`src/rtl/mult_div_unit.sv`:
```
// Iterative MIPS-style HI/LO multiply/divide unit: radix-2 shift-add multiply and
// restoring divide, one bit per cycle, with a final sign-fix cycle.
module mult_div_unit #(
  parameter int XLEN = 32
) (
  input  logic            clk,
  input  logic            rst_n,
  input  logic            start,
  input  logic [1:0]      op,
  input  logic [XLEN-1:0] rs_data,
  input  logic [XLEN-1:0] rt_data,
  input  logic            hi_we,
  input  logic            lo_we,
  input  logic [XLEN-1:0] wdata,
  output logic [XLEN-1:0] hi,
  output logic [XLEN-1:0] lo,
  output logic            busy,
  output logic            done
);
  // Handshake: start is sampled only while idle (busy=0); busy stays high from the
  // accepting edge until the result lands, and done pulses for the one cycle in which
  // hi/lo first show the new result. Nothing is queued.
  localparam int CW = $clog2(XLEN);

  typedef enum logic [1:0] {IDLE, CALC, FIX} state_t;

  state_t            state;
  logic [CW-1:0]     cnt;
  logic              is_div;
  logic              neg_lo;
  logic              neg_hi;
  logic [XLEN-1:0]   m;
  logic [2*XLEN-1:0] p;

  logic              a_neg, b_neg;
  logic [XLEN-1:0]   a_mag, b_mag;
  logic [XLEN:0]     mul_sum;
  logic [2*XLEN-1:0] mul_next;
  logic [XLEN:0]     div_shift;
  logic              div_ok;
  logic [XLEN-1:0]   div_sub;
  logic [2*XLEN-1:0] div_next;
  logic [2*XLEN-1:0] prod_fix;
  logic [XLEN-1:0]   quo_fix, rem_fix;

  always_comb begin
    a_neg = ~op[0] & rs_data[XLEN-1];
    b_neg = ~op[0] & rt_data[XLEN-1];
    a_mag = a_neg ? -rs_data : rs_data;
    b_mag = b_neg ? -rt_data : rt_data;
  end

  // p holds {accumulator, multiplier} for multiply and {remainder, dividend/quotient}
  // for divide; m holds the multiplicand or the divisor magnitude.
  always_comb begin
    mul_sum   = {1'b0, p[2*XLEN-1:XLEN]} + (p[0] ? {1'b0, m} : '0);
    mul_next  = {mul_sum, p[XLEN-1:1]};
    div_shift = {p[2*XLEN-1:XLEN], p[XLEN-1]};
    div_ok    = div_shift >= {1'b0, m};
    div_sub   = div_shift[XLEN-1:0] - m;
    div_next  = {(div_ok ? div_sub : div_shift[XLEN-1:0]), p[XLEN-2:0], div_ok};
    prod_fix  = neg_lo ? -p : p;
    quo_fix   = neg_lo ? -p[XLEN-1:0] : p[XLEN-1:0];
    rem_fix   = neg_hi ? -p[2*XLEN-1:XLEN] : p[2*XLEN-1:XLEN];
  end

  always_ff @(posedge clk or negedge rst_n) begin
    if (!rst_n) begin
      state  <= IDLE;
      cnt    <= '0;
      is_div <= 1'b0;
      neg_lo <= 1'b0;
      neg_hi <= 1'b0;
      m      <= '0;
      p      <= '0;
      hi     <= '0;
      lo     <= '0;
      busy   <= 1'b0;
      done   <= 1'b0;
    end else begin
      done <= 1'b0;
      case (state)
        IDLE: begin
          if (hi_we) hi <= wdata;
          if (lo_we) lo <= wdata;
          if (start) begin
            state  <= CALC;
            busy   <= 1'b1;
            cnt    <= '0;
            is_div <= op[1];
            // A zero divisor keeps the all-ones quotient unsigned.
            neg_lo <= (a_neg ^ b_neg) & ~(op[1] && rt_data == '0);
            neg_hi <= a_neg;
            m      <= op[1] ? b_mag : a_mag;
            p      <= {{XLEN{1'b0}}, (op[1] ? a_mag : b_mag)};
          end
        end
        CALC: begin
          p <= is_div ? div_next : mul_next;
          if (cnt == CW'(XLEN - 1)) state <= FIX;
          else                      cnt   <= cnt + 1'b1;
        end
        FIX: begin
          if (is_div) begin
            hi <= rem_fix;
            lo <= quo_fix;
          end else begin
            hi <= prod_fix[2*XLEN-1:XLEN];
            lo <= prod_fix[XLEN-1:0];
          end
          done  <= 1'b1;
          busy  <= 1'b0;
          cnt   <= '0;
          state <= IDLE;
        end
        default: state <= IDLE;
      endcase
    end
  end
endmodule
```
`config.mk`:
```
export PLATFORM = sky130hd
export DESIGN_NAME = mult_div_unit
export DESIGN_NICKNAME = d
export VERILOG_FILES = /design/src/rtl/mult_div_unit.sv
export SDC_FILE = /design/constraint.sdc
export NUM_CORES = 1
export LEC_CHECK = 0
export CORE_MARGIN = 2
export CORE_UTILIZATION = 58
export CTS_BUF_LIST = sky130_fd_sc_hd__clkbuf_16
export DETAILED_ROUTE_END_ITERATION = 6
export PLACE_DENSITY = 0.82
export SETUP_SLACK_MARGIN = 0.5
export SLEW_MARGIN = 20
export SYNTH_ARGS = -nofsm -noshare
export SYNTH_HDL_FRONTEND = slang
export SYNTH_SLANG_ARGS = --single-unit
```
`constraint.sdc`:
```
create_clock -name clk -period 3.7 [get_ports clk]
set_input_delay 0.555 -clock clk [delete_from_list [all_inputs] [get_ports clk]]
set_output_delay 0.555 -clock clk [all_outputs]
set_load 0.02 [all_outputs]
```
==> impl_metrics.env <==
export IMPL_root_buffer="clkbuf_16"
export IMPL_vdd_drop_max_v=0.0007336
export IMPL_multi_input_area_sq_mm=0.01028
export IMPL_fmax_mhz=298.4
export IMPL_drt_pass1_iterations=6
export IMPL_initial_utilization_pct=59.08
export IMPL_rows=58
export IMPL_synth_top_family_by_area="compound AO/OA/AOI/OAI gates"
export IMPL_post_synth_top_count_cell="nand2_1"
export IMPL_critical_path_arrival_ns=3.67
export IMPL_synthSimpleGateAreaFrac_pct=20.31
export IMPL_crit_required_ns=4.02
export IMPL_syn_inst=1927
export IMPL_clk_latency_ns=0.44
export IMPL_antenna_found_initial=0
export IMPL_grt_overflow=0
export IMPL_ff2ff_path_depth=14
export IMPL_synth_cell_types=85
export IMPL_ios=169
export IMPL_hold_viol_final=0
export IMPL_synth_edf_count=0
export IMPL_drc_errors=0
export IMPL_cp_end_kind="register"
export IMPL_holdCritPathClass="input pin to asynchronous set/reset pin"
export IMPL_fin_nets=2288
export IMPL_synth_area_leaders="dfrtp_1, a21oi_1, o21ai_0"
export IMPL_cts_tree="built"
export IMPL_dp_final_hpwl_mm=39.87
export IMPL_vias=16080
export IMPL_grt_pass1_wl_mm=81.02
export IMPL_critPathMaxFanout=5
export IMPL_place_ws_ns=0.2371
export IMPL_synth_compound_area_share_pct=25.92
export IMPL_wire_per_inst_um=21.80
export IMPL_start_kind="register"
export IMPL_worst_pin_slew_ns=1.080
export IMPL_period_share_pct=90.58
export IMPL_yosys_mux_area_fraction_pct=4.314
export IMPL_rrSetupSlack_ns=0.35
export IMPL_critPathMaxStageDelay_ns=0.41
export IMPL_r2r_end="p[59]"
export IMPL_synthTopCellsByCount="nand2_1, nor2_1, a21oi_1"
export IMPL_finalSetupViolCount=0
export IMPL_ys_ff_latch=172
export IMPL_async_flop_share_pct=100.0
export IMPL_areaGrowthSynthToFinish_pct=24.14
export IMPL_rsz0062_at_grt="yes"
export IMPL_cts_sinks=172
export IMPL_critPathKind="register to register"
export IMPL_grt_max_degree=79
export IMPL_drt_iter0_drc=1992
export IMPL_clkTransAtPathRegs_ns=0.08
export IMPL_vias_per_cell=6.549
export IMPL_outcome="finished, final reports clean"
export IMPL_numCtsBuffers=17
export IMPL_instances_no_fill=2456
export IMPL_die_h_um=164.2
export IMPL_syn_nets=2102
export IMPL_synth_top_area_share_pct=28.93
export IMPL_yosysSeqAreaShare_pct=28.93
export IMPL_slowest_stage="dfrtp_1"
export IMPL_die_area_sq_mm=0.02695
export IMPL_syn_area_sq_mm=0.01488
export IMPL_syn_avg_cell_area_sq_um=7.721
export IMPL_grtUsageTotal_pct=38.79
export IMPL_yosysTopAreaCell="dfrtp_1"
export IMPL_worst_slack_ns=0.3484
export IMPL_fillers=1977
export IMPL_synthXorXnorAreaFrac_pct=9.831
export IMPL_io_buffers=168
export IMPL_final_layout_size_suffix_gt1_share_pct=12.70
export IMPL_regArea_sq_mm=0.004310
export IMPL_r2r_start="p[0]"
export IMPL_whs_ns=0.1329
export IMPL_cap_violations=0
export IMPL_place_congestion=0.9918
export IMPL_synth_warnings=0
export IMPL_p_leak_nw=7.782
export IMPL_synthFlopType="dfrtp_1"
export IMPL_antennaDiodeCount=0
export IMPL_grt_pass1_vias=15120
export IMPL_wl_mm=53.55
export IMPL_dp_cells=2394
export IMPL_fin_crit_ns=3.352
export IMPL_synthAdderAreaFrac_pct=6.156
export IMPL_slew_violations=0
export IMPL_clock_skew_ns=0.01355
export IMPL_finalSetupTns_ns=0
export IMPL_crit_chain="buf_6 > clkinvlp_4 > buf_4 > nor2_1 > ha_1 > o21a_1 > o31a_1 > o211a_1 > o21bai_4 > o41a_1 > o31a_1 > xnor2_1 > a22oi_1 > o211ai_1"
export IMPL_relSlewSlack_pct=28.02
export IMPL_core_area_sq_mm=0.02518
export IMPL_clock_path_buffers=2
export IMPL_p_per_area_mw_per_mm2=1051
export IMPL_worst_path_most_repeated_cell="o31a_1"
export IMPL_fin_util_pct=73.34
export IMPL_antenna_left=0
export IMPL_die_w_um=164.2
export IMPL_cts_htree_levels=4
## layout make-up
cell class                      count  area share (%)
Multi-Input combinational cell   1583           55.65
Sequential cell                   172           23.34
Timing Repair Buffer              280           14.29
Clock buffer                       17           2.303
Tap cell                          330           2.236
Inverter                           58           1.199
Clock inverter                     15          0.9349
Timing Repair inverter              1         0.04065
## cell usage in the layout, fill, tap and decap left out, types with 16 or more instances in the layout
cell / synthesis / layout
a21o_1: 30 / 30
ha_1: 70 / 53
a21oi_1: 217 / 206
xnor2_1: 88 / 88
or3_1: 17 / 16
buf_4: 2 / 100
nand4_1: 16 / 16
clkbuf_16: 0 / 20
nor2_1: 219 / 214
a31oi_1: 21 / 19
mux2i_1: 54 / 54
a22oi_1: 19 / 19
nor2b_1: 17 / 16
nor3_1: 29 / 27
o31ai_1: 29 / 27
clkdlybuf4s50_1: 0 / 166
o21ai_1: 12 / 17
nand3_1: 25 / 24
nand2_1: 221 / 219
dfrtp_1: 172 / 167
inv_1: 56 / 52
xor2_1: 79 / 79
o21ai_0: 190 / 180
## repair_timing
item | CTS | global route
hold endpoints to repair | 0 | 0
pin swaps | 7 | 34
buffers inserted | 5 | 21
resized for setup | 9 | 89
endpoints found under the setup margin | 13 | 33
hold buffers | 0 | 0
gates cloned | 1 | 3
## layer usage
metal,up-vias,routed length (um),global-route usage [%]
li1,7268,-,-
met1,7511,20630,48.98
met2,1064,24020,62.55
met3,241,5145,5.429
met4,0,3754,24.48
met5,-,0,0
## where the power goes
part           leakage (nW)  total (mW)  internal (mW)  switching [mW]
Sequential             2.09        3.82           2.83           0.992
Clock                 0.293        1.86          0.916           0.940
Combinational          5.40        13.7           5.85            7.88
Total                  7.78        19.4           9.60            9.82
## flip-flops by register name (all words and copies together) (netlist names)
| name | flops |
|---|---|
| busy | 1 |
| cnt | 5 |
| done | 1 |
| hi | 32 |
| is_div | 1 |
| lo | 32 |
| m | 32 |
| neg_hi | 1 |
| neg_lo | 1 |
| p | 64 |
| state | 2 |
## logic make-up after synthesis
logic type	count (synthesis)
AOI/OAI and AO/OA	637
xor gates and xnor gates	167
DFF	172
buffers and inverters	172
adders and majority gates	72
and+or+nand+nor	644
muxes	63
## critical path: cells and delay by family (launching register included)
| kind | cells | cell delay, ns |
|---|---|---|
| simple gates | 1 | 0.04 |
| fa+ha+maj | 1 | 0.36 |
| flops | 1 | 0.41 |
| buf+inv | 3 | 0.42 |
| compound gates | 8 | 1.84 |
| xor+xnor | 1 | 0.16 |
## worst max path at each step
stage               depth (start not counted)  startpoint  endpoint  slack (ns)
floorplan                                  13       p[31]     p[60]        0.61
global placement                           13       p[31]     p[60]        0.28
finish                                     14        p[0]     p[59]        0.35
CTS                                        15        p[0]     p[56]        0.48
detailed placement                         13       p[31]     p[60]        0.24
global route                               14        p[0]     p[59]        0.33
## stage by stage
step           cell area (sq um)  power [mW]
3_5_place_dp               17220       15.80
6_report                   18470       19.42
4_1_cts                    17900       17.84
2_1_floorplan              14880       11.89
5_1_grt                    18470       20.60
3_3_place_gp               17220       15.52
No activity file was read; power rests on OpenSTA's default activity.
